==> src/rtl/mips_pkg.sv <==
// Shared types and constants for the MIPS write-back path.
package mips_pkg;

  localparam int REG_W  = 5;
  localparam int DATA_W = 32;

  localparam logic [REG_W-1:0] REG_ZERO = 5'd0;

  typedef struct packed {
    logic [REG_W-1:0]  regnum;
    logic [DATA_W-1:0] data;
  } wb_entry_t;

endpackage

==> src/rtl/wb_fwd_match.sv <==
// Newest-first search of the pending write-back entries for one read address.
module wb_fwd_match
  import mips_pkg::*;
#(
  parameter int DEPTH = 4
) (
  input  wb_entry_t [DEPTH-1:0]       entries_i,
  input  logic [$clog2(DEPTH)-1:0]    head_i,
  input  logic [$clog2(DEPTH):0]      count_i,
  input  logic [REG_W-1:0]            raddr_i,
  output logic                        hit_o,
  output logic [DATA_W-1:0]           data_o
);

  localparam int PTR_W = $clog2(DEPTH);
  localparam int CNT_W = PTR_W + 1;

  logic [PTR_W-1:0] idx;

  // Walk oldest to youngest; a later match overrides, so the youngest wins.
  always_comb begin
    hit_o  = 1'b0;
    data_o = '0;
    idx    = '0;
    for (int i = 0; i < DEPTH; i++) begin
      idx = head_i + PTR_W'(i);
      if ((CNT_W'(i) < count_i) && (raddr_i != REG_ZERO) &&
          (entries_i[idx].regnum == raddr_i)) begin
        hit_o  = 1'b1;
        data_o = entries_i[idx].data;
      end
    end
  end

endmodule

==> src/rtl/writeback_queue.sv <==
// In-order write-back queue: merges load/ALU results, drains one register-file
// write per cycle, and forwards the newest pending value for two read ports.
module writeback_queue
  import mips_pkg::*;
#(
  parameter int DEPTH = 4
) (
  input  logic                     clk,
  input  logic                     rst,
  input  logic                     mem_valid,
  output logic                     mem_ready,
  input  logic [REG_W-1:0]         mem_reg,
  input  logic [DATA_W-1:0]        mem_data,
  input  logic                     alu_valid,
  output logic                     alu_ready,
  input  logic [REG_W-1:0]         alu_reg,
  input  logic [DATA_W-1:0]        alu_data,
  output logic [DATA_W-1:0]        write_data,
  output logic [REG_W-1:0]         write_register,
  output logic                     RegWrite,
  input  logic [REG_W-1:0]         read_register1,
  input  logic [REG_W-1:0]         read_register2,
  output logic                     fwd_hit1,
  output logic                     fwd_hit2,
  output logic [DATA_W-1:0]        fwd_data1,
  output logic [DATA_W-1:0]        fwd_data2,
  output logic [$clog2(DEPTH):0]   count
);

  localparam int PTR_W = $clog2(DEPTH);
  localparam int CNT_W = PTR_W + 1;

  wb_entry_t [DEPTH-1:0] entries_q;
  logic [PTR_W-1:0]      head_q, head_d;
  logic [PTR_W-1:0]      tail_q, tail_d;
  logic [CNT_W-1:0]      count_q, count_d;

  logic             pop;
  logic [CNT_W-1:0] free;
  logic             mem_store, alu_store;
  logic [PTR_W-1:0] alu_slot;

  // The head pops every cycle it is valid, so its slot is reusable this edge.
  assign pop  = (count_q != '0);
  assign free = CNT_W'(DEPTH) - count_q + CNT_W'(pop);

  assign mem_ready = !rst && (free >= CNT_W'(1));
  assign alu_ready = !rst && (free >= (mem_valid ? CNT_W'(2) : CNT_W'(1)));

  // Writes to $0 are accepted but dropped without taking a slot.
  assign mem_store = mem_valid && mem_ready && (mem_reg != REG_ZERO);
  assign alu_store = alu_valid && alu_ready && (alu_reg != REG_ZERO);
  assign alu_slot  = tail_q + PTR_W'(mem_store);

  always_comb begin
    head_d  = head_q + PTR_W'(pop);
    tail_d  = tail_q + PTR_W'(mem_store) + PTR_W'(alu_store);
    count_d = count_q - CNT_W'(pop) + CNT_W'(mem_store) + CNT_W'(alu_store);
  end

  always_ff @(posedge clk) begin
    if (rst) begin
      head_q  <= '0;
      tail_q  <= '0;
      count_q <= '0;
    end else begin
      head_q  <= head_d;
      tail_q  <= tail_d;
      count_q <= count_d;
    end
  end

  always_ff @(posedge clk) begin
    if (mem_store) entries_q[tail_q] <= '{regnum: mem_reg, data: mem_data};
    if (alu_store) entries_q[alu_slot] <= '{regnum: alu_reg, data: alu_data};
  end

  assign RegWrite       = pop;
  assign write_register = pop ? entries_q[head_q].regnum : '0;
  assign write_data     = pop ? entries_q[head_q].data : '0;
  assign count          = count_q;

  wb_fwd_match #(.DEPTH(DEPTH)) u_fwd1 (
    .entries_i (entries_q),
    .head_i    (head_q),
    .count_i   (count_q),
    .raddr_i   (read_register1),
    .hit_o     (fwd_hit1),
    .data_o    (fwd_data1)
  );

  wb_fwd_match #(.DEPTH(DEPTH)) u_fwd2 (
    .entries_i (entries_q),
    .head_i    (head_q),
    .count_i   (count_q),
    .raddr_i   (read_register2),
    .hit_o     (fwd_hit2),
    .data_o    (fwd_data2)
  );

endmodule

==> config.mk <==
export PLATFORM = sky130hd
export DESIGN_NAME = writeback_queue
export DESIGN_NICKNAME = d
export VERILOG_FILES = /design/src/rtl/mips_pkg.sv /design/src/rtl/wb_fwd_match.sv /design/src/rtl/writeback_queue.sv
export SDC_FILE = /design/constraint.sdc
export NUM_CORES = 1
export LEC_CHECK = 0
export BUFFER_PORTS_ARGS = -buffer_cell sky130_fd_sc_hd__buf_2
export CAP_MARGIN = 20
export CORE_AREA = 2 2 247 249
export CTS_CLUSTER_SIZE = 30
export DETAILED_ROUTE_END_ITERATION = 6
export DIE_AREA = 0 0 249 251
export PLACE_DENSITY = 0.54
export SLEW_MARGIN = 20
export SYNTH_ARGS = -nofsm -noshare
export SYNTH_HDL_FRONTEND = slang
export SYNTH_HIERARCHICAL = 1
export SYNTH_SLANG_ARGS = --single-unit
==> constraint.sdc <==
create_clock -name clk -period 4.7 [get_ports clk]
set_input_delay 0.235 -clock clk [delete_from_list [all_inputs] [get_ports clk]]
set_output_delay 0.235 -clock clk [all_outputs]
set_load 0.02 [all_outputs]
==> impl_metrics.py, run 1 <==
metrics = {
    "synth": {
        "ys_async_sr_fraction_pct": 0,
        "postSynthAreaPerCell_um2": 8.56,
        "dominantRegCellSynth": "dfxtp_1",
        "synth_area_um2": 17800,
        "synth-seq-cells": 155,
        "seq_area_frac_synth_pct": 17.4,
        "syn-num-nets": 2183,
        "yosysUniqueCellTypes": 54,
        "yosysWarnings": 6,
        "netlist_instances": 2085,
        "synth_edf_count": 0,
    },
    "cells_and_area": {
        "syn_to_final_growth_pct": 10.2,
        "fill_cells": 6238,
        "drive_above_1_share_pct": 27.4,
        "multi_input_area_um2": 13400,
        "seq_area_um2": 3110,
        "final_cell_count_no_fill": 2878,
        "final_nets": 2177,
    },
    "cts": {
        "cts_sinks": 155,
        "ctsLongestPathBuffers": 2,
        "cts_buffers": 17,
        "cts_tree": "done",
        "postCtsSetupBuffers": 0,
        "clk_pin_slew_ns": 0.08,
        "clock_latency_ns": 0.45,
        "postCtsHoldBufs": 0,
        "post_cts_resized": 0,
        "cts-root-buf": "clkbuf_16",
        "cts_htree_levels": 4,
    },
    "route": {
        "detail-route-antenna-nets": 0,
        "first_pass_iters": 5,
        "wire_per_inst_um": 25.3,
        "first_iter_violations": 2469,
        "routed_via_density": 6.41,
        "wl_um": 72900,
        "via_count": 18400,
        "drcViolationCount": 0,
    },
    "power": {
        "powerDensity_nw_per_um2": 838,
        "ir_drop_mv": 0.449,
        "leakagePower_nw": 6.55,
    },
    "place": {
        "gp_congestion": 0.910,
        "portBuffers": 196,
        "dp_hpwl_um": 49300,
        "dpl.cell_count": 2840,
    },
    "floorplan": {
        "coreArea_um2": 59800,
        "die_h_um": 251,
        "dieArea_um2": 62500,
        "die_width_um": 249,
        "row_count": 90,
        "io_pins": 197,
        "start_util_pct": 29.8,
    },
    "sta": {
        "hold_viol_final": 0,
        "setup_violations": 0,
        "slew_headroom_pct": 23.0,
        "fin_skew_ns": 0.0129,
        "worst_pin_slew_ns": 1.16,
        "drv_slew": 0,
        "rsz0062_at_grt": "no",
        "max_freq_mhz": 229,
        "final.setup.tns_ns": 0,
        "finalCritPeriodShare_pct": 92.8,
        "fin_crit_ns": 4.36,
        "whs_ns": 0.123,
    },
    "critical_path": {
        "crit_start": "head_q[1]",
        "cpMostUsedCell": "buf_12",
        "max_stage_delay_ns": 0.60,
        "worstSetupEndpointType": "primary output",
        "crit_chain": "buf_12, buf_4, mux4_2, xnor2_4, o2111ai_1, a21oi_4, buf_12, mux2i_1, a22oi_1, o2bb2ai_1, buf_2",
        "r2r_start": "count[1]",
        "path_max_fanout": 60,
        "worst_ep_required_time_ns": 4.47,
        "r2r_slack_ns": 0.95,
        "crit_arrival_ns": 4.12,
        "crit_type": "reg2out",
        "crit_path_top_delay_cell": "dfxtp_4",
        "critPathLaunchType": "flop",
    },
    "grt": {
        "grt_max_degree": 297,
        "grt_usage_pct": 22.2,
        "grt.overflow.total": 0,
        "antenna_found_initial": 21,
        "grt_pass1_wl_um": 108000,
        "grt_pass1_vias": 16700,
    },
    "run_status": {
        "outcome": "complete, no violations",
    },
    "worst_hold_path": {
        "hold_class": "in2reg",
        "min-delay-start": "alu_data[11]",
    },
    "job": {
        "maxCapViolCount": 0,
    },
}
layer usage:
layer	global-route usage [%]	part of all wire (%)
met1	32.7	46
met3	4.66	9.2
met4	7.05	2.7
met5	0	0.28
met2	31.7	42
per-stage QoR:
step                      setup slack [ns]  utilization [%]  power, mW  cell area [µm²]
final                                0.340             32.9       16.5            19700
after global routing                 0.131             32.9       17.5            19700
after detailed placement             0.740             31.8       14.8            19000
after floorplan                      0.136                -       11.5            17800
after CTS                            0.264             32.8       16.2            19600
after global placement               0.760             31.8       14.5            19000
kinds of logic after synthesis:
logic type,after synthesis,share of synthesized area [%]
xor+xnor,55,2.91
compound gates,654,24.9
flops,155,17.4
mux,455,30.6
fa+ha+maj,10,0.743
buf+inv,318,8.51
simple gates,438,15.0
registers in the layout, indices dropped and copies added, names as in the netlist:
register and count:
count 3, head_q 2, entries_q 148, tail_q 2
cell usage after synthesis, types with 3 or more instances:
master	instances	area (µm²)
mux2_2	192	2160
o2bb2ai_1	62	543
nand3_1	4	20.0
nand2_1	7	26.3
nor2b_1	43	269
nor4_1	151	945
nor3_1	6	30.0
a211oi_2	3	37.5
nor2_1	25	93.8
xor2_1	16	140
a31oi_1	148	926
clkbuf_1	160	601
o211ai_1	3	22.5
ha_1	9	113
buf_1	10	37.5
mux4_2	53	1190
a22oi_1	28	210
inv_1	50	188
a221o_1	82	821
a41o_1	16	160
buf_6	28	315
a21oi_1	76	380
buf_4	6	45.0
mux2i_1	210	2100
or3_1	158	988
o21ai_0	190	951
dfxtp_1	155	3100
xnor2_1	37	324
o2111ai_1	10	87.6
buf_2	61	305
a2bb2oi_1	16	140
or2_2	32	200
final timing paths:
path / to / cells after the start
worst max-delay path: fwd_data1[1] / 11
worst min-delay path: entries_q[48] / 3
worst max register to register: entries_q[119] / 10
worst min register to register: entries_q[37] / 2
cell usage in the layout, fill, tap and decap left out, types with 16 or more instances in the layout:
| master | synthesis | final |
|---|---|---|
| mux4_2 | 53 | 53 |
| nor4_1 | 151 | 151 |
| nor2b_1 | 43 | 43 |
| a41o_1 | 16 | 16 |
| a2bb2oi_1 | 16 | 16 |
| mux2i_1 | 210 | 210 |
| inv_1 | 50 | 50 |
| xor2_1 | 16 | 16 |
| o2bb2ai_1 | 62 | 62 |
| o21ai_0 | 190 | 190 |
| or3_1 | 158 | 158 |
| a221o_1 | 82 | 82 |
| mux2_2 | 192 | 192 |
| a21oi_1 | 76 | 76 |
| a22oi_1 | 28 | 28 |
| buf_2 | 61 | 195 |
| xnor2_1 | 37 | 37 |
| a31oi_1 | 148 | 148 |
| buf_4 | 6 | 38 |
| nor2_1 | 25 | 23 |
| dfxtp_1 | 155 | 153 |
| clkbuf_16 | 0 | 17 |
| or2_2 | 32 | 32 |
critical path: cells and delay by family (launching register included):
family / cells / cell delay [ns]
XOR/XNOR: 1 / 0.41
multiplexers: 2 / 0.62
buffers and inverters: 4 / 1.05
flip-flops: 1 / 0.60
AO/OA/AOI/OAI: 4 / 0.93
cell type report:
cell class	instances	share of cell area (%)
clock buffer	17	2.16
inverter	52	0.993
multi-input combinational	1612	68.0
tap	782	4.98
timing repair buffer	241	7.23
sequential	155	15.8
antenna	4	0.0509
clock inverter	15	0.789
where the power goes:
group,switching (mW),internal [mW],total [mW],leakage (nW)
logic,6.50,4.93,11.4,4.96
registers,1.65,2.02,3.67,1.30
clock network,0.637,0.749,1.39,0.280
No activity file was read; power rests on OpenSTA's default activity.
==> run 2: changes to the inputs <==
==> constraint.sdc (replaced) <==
create_clock -name clk -period 4.7 [get_ports clk]
set_input_delay 0.94 -clock clk [delete_from_list [all_inputs] [get_ports clk]]
set_output_delay 0.94 -clock clk [all_outputs]
set_load 0.02 [all_outputs]
==> run 2 against run 1 <==
- maximum frequency fell by 5.9%
- cell area rose by 2.3%
- first-iteration DRC count rose by 15%
- sequential power fell by 5%
- clock skew fell by 0.0028 ns
- wire length rose by 4.3%
- combinational power rose by 6%
- hold slack improved by 0.44 ns
==> impl_metrics.py, run 2 (synthesized netlist as in run 1, its figures left out) <==
metrics = {
    "run_status": {
        "outcome": "complete, no violations",
    },
    "sta": {
        "setup_violations": 0,
        "max_freq_mhz": 216,
        "drv_slew": 0,
        "final.setup.tns_ns": 0,
        "fin_skew_ns": 0.0102,
        "hold_viol_final": 0,
        "worst_pin_slew_ns": 1.14,
        "fin_crit_ns": 4.63,
        "finalCritPeriodShare_pct": 98.6,
        "slew_headroom_pct": 24.2,
        "setup_ws_ns": 0.0654,
    },
    "route": {
        "detail-route-antenna-nets": 0,
        "wire_per_inst_um": 26.0,
        "wl_um": 76000,
        "drcViolationCount": 0,
        "first_iter_violations": 2834,
        "first_pass_iters": 6,
        "via_count": 18700,
        "routed_via_density": 6.41,
    },
    "floorplan": {
        "die_width_um": 249,
        "start_util_pct": 29.8,
        "die_h_um": 251,
        "row_count": 90,
        "dieArea_um2": 62500,
        "coreArea_um2": 59800,
        "io_pins": 197,
    },
    "critical_path": {
        "critPathTopFamily": "compound AO/OA/AOI/OAI gates",
        "cpMostUsedCell": "buf_12",
        "worstSetupEndpointType": "primary output",
        "max_stage_delay_ns": 0.55,
        "critPathLaunchType": "flop",
        "cp_num_buf_inv": 4,
        "crit_chain": "buf_12, mux4_2, a211oi_2, o2111ai_2, a21oi_4, buf_12, buf_12, mux2i_1, a22oi_1, o2bb2ai_1, buf_2",
        "crit_path_top_delay_cell": "mux4_2",
        "path_max_fanout": 34,
        "worst_ep_required_time_ns": 3.76,
        "crit_type": "reg2out",
        "crit_arrival_ns": 3.69,
    },
    "grt": {
        "grt_pass1_wl_um": 112000,
        "grt_pass1_vias": 16900,
        "grt_max_degree": 297,
        "grt.overflow.total": 0,
        "grt_usage_pct": 23.0,
        "antenna_found_initial": 18,
    },
    "cts": {
        "clock_latency_ns": 0.44,
        "cts_htree_levels": 4,
        "postCtsHoldBufs": 0,
        "cts_sinks": 155,
        "ctsLongestPathBuffers": 2,
        "cts_buffers": 17,
        "cts_tree": "done",
        "clk_pin_slew_ns": 0.06,
        "cts-root-buf": "clkbuf_16",
    },
    "place": {
        "post-place-ws_ns": 0.228,
        "dp_hpwl_um": 51000,
        "placed_area_um2": 19300,
        "portBuffers": 196,
        "gp_congestion": 0.923,
    },
    "cells_and_area": {
        "syn_to_final_growth_pct": 12.7,
        "final_cell_mix": "mux2i_1, buf_2, mux2_2",
        "fill_cells": 6125,
        "largest-register": "entries_q",
        "fin_util_pct": 33.6,
        "final_common_cell": "mux2i_1",
        "drive_above_1_share_pct": 29.3,
        "largest_register_ffs": 148,
        "seq_area_um2": 3110,
        "final_nets": 2220,
        "stdcell_area_um2": 20100,
        "multi_input_area_um2": 13400,
    },
    "power": {
        "ir_drop_mv": 0.695,
        "leakagePower_nw": 6.78,
        "powerDensity_nw_per_um2": 842,
    },
    "job": {
        "maxCapViolCount": 0,
    },
    "worst_hold_path": {
        "hold_class": "reg2reg",
    },
}
run 2: layer usage:
layer / track usage [%] / vias to the layer above / routed length (µm)
met5: 0 / - / 127
met1: 34.3 / 9198 / 34600
met3: 5.32 / 119 / 7770
met4: 7.10 / 20 / 1990
met2: 32.4 / 1077 / 31600
li1: - / 8323 / -
run 2: layout make-up:
class | count | share of cell area, %
Antenna cell | 6 | 0.0747
Clock buffer | 17 | 2.12
Clock inverter | 15 | 0.554
Inverter | 52 | 0.970
Multi-Input combinational cell | 1614 | 66.8
Sequential cell | 155 | 15.5
Tap cell | 782 | 4.86
Timing Repair Buffer | 282 | 9.14
run 2: power by group:
part / leakage (nW) / internal [mW] / total (mW) / switching (mW)
registers: 1.30 / 2.02 / 3.49 / 1.47
clock network: 0.262 / 0.681 / 1.29 / 0.612
logic: 5.22 / 5.17 / 12.1 / 6.98
total: 6.78 / 7.87 / 16.9 / 9.06
run 2: repair_timing:
item                                    CTS  global route
endpoints found under the setup margin   53            70
gates cloned                              3             0
pin swaps                                 2             0
gates resized for setup                   7            10
buffers inserted                          5             8
run 2: worst paths after layout:
path,from,endpoint,slack (ns),cells past startpoint
worst max-delay path,head_q[0],fwd_data1[3],0.07,11
worst min-delay path,entries_q[146],entries_q[146],0.56,2
worst max register to register,count[2],count[2],1.12,18
worst min register to register,entries_q[146],entries_q[146],0.56,2
run 2: worst reg2reg max path, stage by stage (launching register included):
cell	delay, ns
dfxtp_1	0.31
buf_4	0.20
nor3_2	0.24
ha_1	0.18
inv_1	0.04
ha_1	0.20
xnor2_1	0.14
a21o_4	0.23
inv_1	0.07
and3_1	0.18
inv_1	0.06
ha_1	0.32
xnor2_1	0.14
ha_1	0.20
a21o_1	0.17
fa_1	0.40
xnor2_1	0.17
xnor2_1	0.14
nor2_1	0.05
run 2: through the flow:
step                      hold slack [ns]  total power [mW]  instances
after global placement              0.536              14.8       2869
final                               0.565              16.9       2923
after floorplan                     0.509              11.5       2085
after global routing                0.580              17.8       2919
after detailed placement            0.547              15.1       2869
after CTS                           0.555              16.5       2909
==> run 3: changes to the inputs <==
Settings changed: CELL_PAD_IN_SITES_DETAIL_PLACEMENT set to 1, CELL_PAD_IN_SITES_GLOBAL_PLACEMENT set to 1, CORE_AREA 2 2 247 249 to 2 2 200 202, DIE_AREA 0 0 249 251 to 0 0 202 204, PLACE_DENSITY 0.54 to 0.9.
==> run 3 against run 2 <==
- count of clock-buffer cells in the layout rose by 8
- critical path depth fell by 1
- clock power rose by 22%
- non-clock buffer count fell by 35
- combinational power fell by 3%
- first-iteration DRC count fell by 0.46%
- setup slack improved by 0.062 ns
- critical endpoint is now fwd_data2[19]
- largest power group unchanged
==> impl_metrics.py, run 3 (synthesized netlist as in run 1, its figures left out) <==
metrics = {
    "power": {
        "sequentialPowerShare_pct": 22.5,
        "powerDensity_nw_per_um2": 878,
        "power_frac_comb_pct": 68.4,
        "clkPwrFrac_pct": 9.1,
        "ir_drop_mv": 0.906,
        "p_sw_mw": 9.12,
        "leakagePower_nw": 6.64,
        "p_total_mw": 17.2,
        "netSwitchingFraction_pct": 53.2,
        "cellInternalPower_mw": 8.03,
    },
    "critical_path": {
        "cp_num_cells": 10,
        "crit_start": "head_q[1]",
        "r2r_end": "entries_q[125]",
        "r2r_start": "count[2]",
        "crit_chain": "buf_12, mux2i_1, xnor2_1, or3_1, a21oi_4, buf_12, mux2i_1, a22oi_1, o2bb2ai_1, buf_2",
        "critPathLaunchType": "flop",
        "worstSetupEndpointType": "primary output",
        "worst_ep_required_time_ns": 3.76,
        "crit_type": "reg2out",
        "r2r_slack_ns": 0.81,
        "cp_num_buf_inv": 3,
        "critPathTopFamily": "buffers and inverters",
        "cp-endpoint": "fwd_data2[19]",
        "crit_arrival_ns": 3.63,
        "path_max_fanout": 76,
        "reg2regPathDepth": 14,
        "max_stage_delay_ns": 0.51,
        "crit_path_top_delay_cell": "dfxtp_4",
    },
    "route": {
        "drcViolationCount": 0,
        "first_pass_iters": 5,
        "detail-route-antenna-nets": 0,
        "met2WireLength_um": 31500,
        "dr_wl_met3_um": 9870,
        "wire_per_inst_um": 28.4,
        "drt-met1-wl_um": 30600,
        "first_iter_violations": 2821,
        "maxUsedRoutingLayer": "met5",
        "routed_via_density": 7.37,
        "wl_um": 74700,
        "via_count": 19400,
    },
    "grt": {
        "grt.overflow.total": 0,
        "grt_pass1_wl_um": 113000,
        "grt_pass1_vias": 18800,
        "grt_max_degree": 297,
        "grt_usage_pct": 34.4,
        "antenna_found_initial": 9,
    },
    "floorplan": {
        "start_util_pct": 45.5,
        "coreArea_um2": 39200,
        "dieArea_um2": 41200,
        "row_count": 73,
        "io_pins": 197,
        "die_h_um": 204,
        "die_width_um": 202,
    },
    "cells_and_area": {
        "fin_util_pct": 49.9,
        "fill_cells": 4558,
        "seq_area_um2": 3110,
        "syn_to_final_growth_pct": 9.48,
        "final_cell_mix": "mux2i_1, buf_2, mux2_2",
        "largest_register_ffs": 148,
        "final_common_cell": "mux2i_1",
        "stdcell_area_um2": 19500,
        "final_nets": 2183,
        "largest-register": "entries_q",
        "multi_input_area_um2": 13400,
        "drive_above_1_share_pct": 27.5,
    },
    "sta": {
        "slew_headroom_pct": 27.0,
        "max_freq_mhz": 219,
        "finalCritPeriodShare_pct": 97.3,
        "drv_slew": 0,
        "final.setup.tns_ns": 0,
        "hold_viol_final": 0,
        "fin_skew_ns": 0.00997,
        "whs_ns": 0.600,
        "rsz0062_at_grt": "no",
        "setup_violations": 0,
        "worst_pin_slew_ns": 1.10,
        "fin_crit_ns": 4.57,
    },
    "place": {
        "gp_congestion": 0.934,
        "placed_area_um2": 18800,
        "dp_hpwl_um": 49600,
        "portBuffers": 196,
    },
    "cts": {
        "cts-root-buf": "clkbuf_16",
        "cts_tree": "done",
        "cts_sinks": 155,
        "cts_htree_levels": 4,
        "cts_buffers": 17,
        "ctsLongestPathBuffers": 2,
        "clk_pin_slew_ns": 0.06,
        "postCtsHoldBufs": 0,
        "clock_latency_ns": 0.44,
    },
    "run_status": {
        "outcome": "complete, no violations",
    },
    "worst_hold_path": {
        "hold_class": "reg2reg",
    },
    "job": {
        "maxCapViolCount": 0,
    },
}
-- run 3: changes by cell type in the layout (fill, tap and decap cells not counted), moves of 5 or more --
cell | previous run | this run
buf_4 | 68 | 35
bufinv_16 | 0 | 5
inv_6 | 5 | 0
o2bb2ai_1 | 57 | 62
o2bb2ai_2 | 5 | 0
-- run 3: how the worst min path moves through the flow --
| stage | end | cells after the start | start |
|---|---|---|---|
| floorplan | entries_q[100] | 2 | entries_q[100] |
| global placement | entries_q[63] | 2 | entries_q[63] |
| detailed placement | entries_q[137] | 2 | entries_q[137] |
| CTS | entries_q[58] | 2 | entries_q[58] |
| global route | entries_q[58] | 2 | entries_q[58] |
| finish | entries_q[137] | 2 | entries_q[137] |
-- run 3: final cells by class --
cell class	instances	share of cell area, %
Multi-Input combinational cell	1612	68.4
Timing Repair Buffer	247	7.94
Clock inverter	7	0.820
Clock buffer	25	2.54
Tap cell	525	3.36
Antenna cell	5	0.0640
Inverter	52	0.999
Sequential cell	155	15.9
-- run 3: what timing repair did --
action | in CTS | in global routing
buffers inserted | 1 | 6
endpoints found under the setup margin | 1 | 43
endpoints found under the hold margin | 0 | 0
resized for setup | 0 | 2
-- run 3: through the flow --
stage | worst slack [ns] | std cells
floorplan | 0.136 | 2085
global placement | 0.425 | 2584
detailed placement | 0.309 | 2584
CTS | 0.0300 | 2617
global route | 0.0533 | 2626
finish | 0.127 | 2628
-- run 3: power by group through the flow --
| stage | Combinational [mW] | Sequential (mW) | Clock (mW) |
|---|---|---|---|
| after global routing | 12.4 | 3.85 | 1.62 |
| after CTS | 11.4 | 3.66 | 1.57 |
| final | 11.7 | 3.85 | 1.57 |
| after detailed placement | 11.2 | 3.69 | 0 |
| after floorplan | 8.82 | 2.70 | 0 |
| after global placement | 10.7 | 3.55 | 0 |
-- run 3: worst min-delay path, delay by kind of cell (launching register included) --
family	cells	cell delay, ns
flops	1	0.36
compound gates	2	0.19
-- run 3: metal layers --
layer / up-vias / GRT usage [%]
li1: 8241 / -
met1: 9539 / 48.5
met2: 1371 / 49.9
met3: 202 / 9.53
met4: 12 / 12.6
met5: - / 0
